`config.mk`:
```
export PLATFORM = sky130hd
export DESIGN_NAME = button_conditioner
export DESIGN_NICKNAME = d
export VERILOG_FILES = /design/src/rtl/button_conditioner.sv
export SDC_FILE = /design/constraint.sdc
export NUM_CORES = 1
export LEC_CHECK = 0
export CELL_PAD_IN_SITES_DETAIL_PLACEMENT = 1
export CELL_PAD_IN_SITES_GLOBAL_PLACEMENT = 1
export CORE_MARGIN = 8
export CORE_UTILIZATION = 50
export CTS_BUF_LIST = sky130_fd_sc_hd__clkbuf_8
export DETAILED_ROUTE_END_ITERATION = 10
export MAX_ROUTING_LAYER = met4
export PLACE_DENSITY = 0.92
export SYNTH_ARGS = -nofsm -noshare
export SYNTH_HDL_FRONTEND = slang
export SYNTH_SLANG_ARGS = --single-unit
```
`constraint.sdc`:
```
create_clock -name clk -period 3.4 [get_ports clk]
set_clock_uncertainty 0.2 [all_clocks]
set_input_delay 0.85 -clock clk [delete_from_list [all_inputs] [get_ports clk]]
set_output_delay 0.85 -clock clk [all_outputs]
set_load 0.03 [all_outputs]
```
`src/rtl/button_conditioner.sv`:
```
// Per-channel debounce with press/release/long-press strobes.
// Latency: DEBOUNCE_CYCLES+3 edges from raw change to strobe; no backpressure (free-running strobes).
module button_conditioner #(
    parameter int N_BTN           = 5,
    parameter int DEBOUNCE_CYCLES = 1000000,
    parameter int HOLD_CYCLES     = 100000000
) (
    input  logic             clk,
    input  logic             rst_n,
    input  logic [N_BTN-1:0] btn_raw,
    output logic [N_BTN-1:0] btn_level,
    output logic [N_BTN-1:0] press_pulse,
    output logic [N_BTN-1:0] release_pulse,
    output logic [N_BTN-1:0] hold_pulse,
    output logic             any_press
);

    localparam int DW = (DEBOUNCE_CYCLES > 1) ? $clog2(DEBOUNCE_CYCLES) : 1;
    localparam int HW = (HOLD_CYCLES > 1) ? $clog2(HOLD_CYCLES) : 1;
    localparam logic [DW-1:0] DB_LAST   = DW'(DEBOUNCE_CYCLES - 1);
    localparam logic [HW-1:0] HOLD_LAST = HW'(HOLD_CYCLES - 1);

    typedef enum logic [1:0] {RELEASED, ARMING, PRESSED, DISARMING} state_t;

    logic [N_BTN-1:0] press_nxt;

    for (genvar i = 0; i < N_BTN; i++) begin : g_ch
        logic          sync_1, sync_2;
        state_t        state_q, state_d;
        logic [DW-1:0] db_q, db_d;
        logic [HW-1:0] hc_q, hc_d;
        logic          hold_done_q, hold_done_d;
        logic          lvl_q, lvl_d;
        logic          pr_q, pr_d, rl_q, rl_d, hd_q, hd_d;

        always_ff @(posedge clk or negedge rst_n) begin
            if (!rst_n) begin
                sync_1      <= 1'b0;
                sync_2      <= 1'b0;
                state_q     <= RELEASED;
                db_q        <= '0;
                hc_q        <= '0;
                hold_done_q <= 1'b0;
                lvl_q       <= 1'b0;
                pr_q        <= 1'b0;
                rl_q        <= 1'b0;
                hd_q        <= 1'b0;
            end else begin
                sync_1      <= btn_raw[i];
                sync_2      <= sync_1;
                state_q     <= state_d;
                db_q        <= db_d;
                hc_q        <= hc_d;
                hold_done_q <= hold_done_d;
                lvl_q       <= lvl_d;
                pr_q        <= pr_d;
                rl_q        <= rl_d;
                hd_q        <= hd_d;
            end
        end

        always_comb begin
            state_d     = state_q;
            db_d        = db_q;
            hc_d        = hc_q;
            hold_done_d = hold_done_q;
            lvl_d       = lvl_q;
            pr_d        = 1'b0;
            rl_d        = 1'b0;
            hd_d        = 1'b0;
            case (state_q)
                RELEASED: begin
                    lvl_d = 1'b0;
                    if (sync_2) begin
                        state_d = ARMING;
                        db_d    = '0;
                    end
                end
                ARMING: begin
                    if (!sync_2) begin
                        state_d = RELEASED;
                        db_d    = '0;
                    end else if (db_q == DB_LAST) begin
                        state_d     = PRESSED;
                        lvl_d       = 1'b1;
                        pr_d        = 1'b1;
                        hc_d        = '0;
                        hold_done_d = 1'b0;
                    end else begin
                        db_d = db_q + DW'(1);
                    end
                end
                PRESSED: begin
                    lvl_d = 1'b1;
                    if (!sync_2) begin
                        state_d = DISARMING;
                        db_d    = '0;
                    end else if (!hold_done_q) begin
                        // Count saturates at the terminal value once the strobe fires.
                        if (hc_q == HOLD_LAST) begin
                            hd_d        = 1'b1;
                            hold_done_d = 1'b1;
                        end else begin
                            hc_d = hc_q + HW'(1);
                        end
                    end
                end
                DISARMING: begin
                    if (sync_2) begin
                        state_d = PRESSED;
                    end else if (db_q == DB_LAST) begin
                        state_d     = RELEASED;
                        lvl_d       = 1'b0;
                        rl_d        = 1'b1;
                        hc_d        = '0;
                        hold_done_d = 1'b0;
                    end else begin
                        db_d = db_q + DW'(1);
                    end
                end
                default: state_d = RELEASED;
            endcase
        end

        assign press_nxt[i]     = pr_d;
        assign btn_level[i]     = lvl_q;
        assign press_pulse[i]   = pr_q;
        assign release_pulse[i] = rl_q;
        assign hold_pulse[i]    = hd_q;
    end

    // Registered from next-state strobes so it lines up with press_pulse.
    always_ff @(posedge clk or negedge rst_n) begin
        if (!rst_n) any_press <= 1'b0;
        else        any_press <= |press_nxt;
    end

endmodule

```
# ---- Word-level counts from Yosys, hierarchy flattened
# Index checks and enable logic that the tools add are counted.
dict set report classes {
  n_addsub 10
  eq_ne 80
  muxes 200
  n_reduce_logical 36
}
# operator count
set ops {}
lappend ops {{two-way mux 27 bit} 30}
lappend ops {{two-way mux 20 bit} 25}
lappend ops {{one-hot mux 27 bit (3 select lines)} 5}
lappend ops {{one-hot mux 20 bit (4 select lines)} 5}
lappend ops {{adder 27 x 1 -> 27 bit, second input constant} 5}
lappend ops {{== test 27 bit, second input constant} 5}
lappend ops {{adder 20 x 1 -> 20 bit, second input constant} 5}
lappend ops {{== test 20 bit, second input constant} 5}
lappend ops {{two-way mux 1 bit} 90}
lappend ops {{!= test 2 bit, second input constant} 45}
lappend ops {{two-way mux 2 bit} 30}
lappend ops {{AND reduction 4 bit} 15}
lappend ops {{one-hot mux 2 bit (4 select lines)} 5}
lappend ops {{!= test 3 bit, second input constant} 10}
lappend ops {{AND reduction 6 bit} 5}
lappend ops {{== test 2 bit, second input constant} 10}
lappend ops {{one-hot mux 1 bit (4 select lines)} 5}
lappend ops {{one-hot mux 1 bit (3 select lines)} 5}
lappend ops {{AND reduction 3 bit} 5}
lappend ops {{nonzero test 3 bit} 5}
lappend ops {{== test 2 x 1 -> 1 bit, second input constant} 5}
lappend ops {{zero test 2 bit} 5}
lappend ops {{OR reduction 5 bit} 1}
dict set report word_totals {
  reg_bits 281
}

# ---- Longest topological paths before layout
dict set report logic_depth {
  ltp_word 5
  mapped_depth 11
  ltp_nobuf 8
}

# ---- Worst setup path after synthesis
# OpenSTA, ideal clock, no wires.
dict set report synth_path {
  kind {register to register}
  startpoint {register g_ch[2].db_q[6]}
  endpoint {register g_ch[2].hc_q[19]}
  setup_ns 0.073
  arrival_ns 2.445
  required_ns 3.127
  slack_ns 0.682
  path_stages_with_launch 8
  n_path_buf 1
  synth_period_minus_slack_ns 2.718
  cell_sequence {dfrtp_1 or4b_1 or4_4 o21ai_2 nand4b_4 buf_6 or4_4 a21oi_2}
}
dict set report synth_via {
  elab_chain_len 4
}
# item line_no
set synth_lines {}
lappend synth_lines {{start, declared} 30} ;# logic [DW-1:0] db_q, db_d;
lappend synth_lines {{start signal, assigned} 41} ;# db_q <= '0;
lappend synth_lines {{start signal, assigned} 52} ;# db_q <= db_d;
lappend synth_lines {{== test 20 bit (*)} {83, 111}}
lappend synth_lines {{two-way mux 27 bit (*)} n/a}
lappend synth_lines {{two-way mux 27 bit, on equally long branches} n/a}
lappend synth_lines {{one-hot mux 27 bit (3 select lines) (*)} n/a}
lappend synth_lines {{end signal, assigned} 42} ;# hc_q <= '0;
lappend synth_lines {{end signal, assigned} 53} ;# hc_q <= hc_d;
lappend synth_lines {{end, declared} 31} ;# logic [HW-1:0] hc_q, hc_d;
# Mark *: on every way between the ends. The rest lies on a longest branch, timed or not. The select of a mux whose other input is x is not followed.
# A chain may end at the register's enable or synchronous reset.

# ---- Final worst setup path
dict set report layout_path {
  startpoint {register g_ch[2].db_q[6]}
  endpoint {register g_ch[2].hc_q[6]}
}
# The elaborated chain is that of the path after synthesis.

==> results.py <==
metrics = {
    "status": {
        "status": "finished clean",
    },
    "placed_design": {
        "portBuffers": 27,
        "hpwl_um": 27200,
        "global_placement_routability_congestion": 0.853,
    },
    "routing": {
        "post_drt_wl_per_cell_um": 19.2,
        "dr.pass1.iters": 5,
        "postRouteWirelength_um": 41600,
        "vias": 13272,
        "route.detailed.drc": 0,
        "dr.first_iter.drc_count": 861,
        "detail-route-antenna-nets": 0,
        "via_per_inst": 6.13,
    },
    "yosys": {
        "post-synth-top-area-fraction_pct": 45.5,
        "syn_area_mm2": 0.0154,
        "synth_area_leaders": "dfrtp_1 46%, nor2_1 5.6%, xnor2_1 5.3%",
        "syn_inst": 1710,
        "synth_top_cell_by_area": "dfrtp_1",
        "asyncSetResetFlopFracSynth_pct": 100,
        "ys_warns": 0,
        "synth_ff_type": "dfrtp_1",
        "synth.distinct_cells": 72,
        "synthesis.area_per_instance_um2": 9.03,
        "synth.net_count": 1747,
        "ff_latch_count_synth": 281,
        "synth.yosys.seq_area_share_pct": 45.5,
        "synth-edff-count": 0,
    },
    "layout": {
        "layout.filler_cells": 3522,
        "most-common-layout-cells": "281 x dfrtp_1, 231 x nor2_1, 143 x nand2_1, 106 x nand3_1, 94 x xnor2_1",
        "share_of_cells_above_drive_strength_1_pct": 7.86,
        "finalNetCount": 1773,
        "antenna_cells_inserted": 0,
        "final_core_utilization_pct": 56.2,
        "areaGrowthSynthToFinish_pct": 11.1,
        "final_common_cell": "dfrtp_1",
    },
    "sta": {
        "grt_setup_unrepaired": "false",
        "max_freq_mhz": 319,
        "slew_headroom_pct": 23.5,
        "whs_ns": 0.0466,
        "period_minus_slack_ns": 3.14,
        "setup-violations-final": 0,
        "finalSetupTns_ns": 0,
        "final_slew_viol_count": 0,
        "tightestPinTransition_ns": 1.14,
        "share_of_the_clock_period_used_by_the_worst_path_pct": 92.2,
        "hold_violations": 0,
    },
    "global_route": {
        "grt_pass1_wl_um": 72000,
        "via_count_of_the_first_global_routing_pass": 14636,
        "pin_count_of_the_biggest_net_entering_global_routing": 66,
        "grt-ovfl-total": 0,
        "initial_antenna_violation_count": 0,
        "track_usage_pct": 23.8,
    },
    "setup_path": {
        "arrival_ns": 3.42,
        "worst_r2r_path_depth": 7,
        "regToRegStartpoint": "g_ch[2].db_q[6]",
        "reg2reg_setup_slack_ns": 0.26,
        "critical_path.startpoint_type": "flip-flop",
        "timing.setup.critical_path_class": "reg2reg",
        "worst-endpoint-required_ns": 3.69,
        "critPathMaxFanout": 22,
        "cp-end-kind": "flip-flop",
        "regToRegEndpoint": "g_ch[2].hc_q[6]",
    },
    "power": {
        "power.density_cell_area_mw_per_mm2": 586,
        "static-leakage-power_uw": 0.00710,
        "power.ir.vdd_worst_v": 0.000335,
    },
    "clock_network": {
        "worstSkewPairLatency_ns": 0.60,
        "cts_resized": 0,
        "post-cts-setup-buffers": 0,
        "postCtsHoldBufs": 0,
        "cts_root_buffer": "clkbuf_8",
        "cts_tree": "done",
        "cts_htree_levels": 2,
        "cts_buffers": 50,
        "cts_buffer_depth": 3,
        "clock_sink_count": 281,
        "path_clk_slew_ns": 0.07,
    },
    "die": {
        "initial_utilization_pct": 50.6,
        "die_height_um": 192,
        "floorplan.core_area_mm2": 0.0305,
        "die_area_mm2": 0.0368,
        "ioPinCount": 28,
        "row_count": 64,
        "die_outline_width_um": 192,
    },
    "flow_run": {
        "max-cap-violations": 0,
    },
    "hold_path": {
        "timing.hold.worst.class": "in2async",
    },
}
[synthesized netlist by cell type (all sizes together), types with 30 or more instances]
cell type / number
xor2: 62
nand3: 106
dfrtp: 281
o21ai: 56
clkbuf: 55
nand2: 143
nand4: 65
a21oi: 75
ha: 30
and3: 36
nor2: 231
inv: 50
xnor2: 94
nor4: 64
nor3: 75
[cell type report]
type / count / area (µm²) / area share (%)
sequential: 281 / 7030 / 41.0
clock inverter: 20 / 166 / 0.970
multi-input combinational: 1297 / 7850 / 45.8
inverter: 50 / 188 / 1.09
timing repair buffer: 56 / 543 / 3.16
tap: 396 / 495 / 2.89
clock buffer: 64 / 881 / 5.13
[state kept, by name (all words and copies together) (netlist names), named ones only]
signal	count
g_ch.sync_1	5
any_press	1
g_ch.lvl_q	5
g_ch.pr_q	5
g_ch.state_q	5
g_ch.hold_done_q	5
g_ch.hc_q	135
g_ch.sync_2	5
g_ch.hd_q	5
g_ch.rl_q	5
g_ch.db_q	100
[worst max-delay path by stage]
stage	start	end	slack, ns	cells past startpoint
after detailed placement	g_ch[3].state_q[0]	g_ch[3].db_q[4]	0.21	7
after CTS	g_ch[3].state_q[0]	g_ch[3].db_q[12]	0.17	7
after global placement	g_ch[2].db_q[6]	g_ch[2].hc_q[6]	0.40	7
after global routing	g_ch[1].state_q[0]	g_ch[1].hc_q[7]	0.02	8
final	g_ch[2].db_q[6]	g_ch[2].hc_q[6]	0.26	7
after floorplan	g_ch[2].db_q[6]	g_ch[2].hc_q[19]	0.68	7
[critical path, stage by stage, from the launching register on]
cell      delay, ns
dfrtp_1        0.44
or4b_1         0.57
or4_4          0.45
o21ai_2        0.22
nand4b_4       0.32
buf_4          0.30
or4_1          0.40
a21oi_1        0.16
[report_power, final]
group | leakage (µW) | total (µW) | switching (µW) | internal, µW
Combinational | 0.00268 | 2810 | 1910 | 906
Clock | 0.000578 | 3390 | 1490 | 1900
Sequential | 0.00385 | 3850 | 285 | 3570
Total | 0.00710 | 10100 | 3680 | 6380
[metrics by stage]
| stage | worst slack [ns] | power (µW) | cell area, µm² | cells |
|---|---|---|---|---|
| after floorplan | 0.682 | 5810 | 15400 | 1710 |
| after global placement | 0.398 | 6500 | 16100 | 2080 |
| after detailed placement | 0.212 | 6680 | 16100 | 2080 |
| after CTS | 0.173 | 10100 | 17200 | 2164 |
| after global routing | 0.0249 | 10600 | 17200 | 2164 |
| final | 0.264 | 10100 | 17200 | 2164 |
[layer usage]
metal / up-vias / wire, µm / track usage [%] / part of all wire, %
met1: 6799 / 18000 / 28.1 / 43
li1: 6161 / - / - / -
met2: 215 / 21300 / 41.2 / 51
met4: 0 / 1030 / 7.84 / 2.5
met5: - / 0 / - / 0
met3: 97 / 1270 / 3.32 / 3.0
[logic make-up (layout without fill, tap and decap cells)]
| kind of cell | Yosys count | count (layout) | synth area share (%) |
|---|---|---|---|
| fa+ha+maj | 30 | 30 | 2.43 |
| mux | 18 | 18 | 1.23 |
| simple gates | 870 | 870 | 29.1 |
| xor+xnor | 156 | 156 | 8.84 |
| flops | 281 | 281 | 45.5 |
| buf+inv | 132 | 190 | 3.77 |
| compound gates | 223 | 223 | 9.06 |
(Power assumes the default switching activity.)
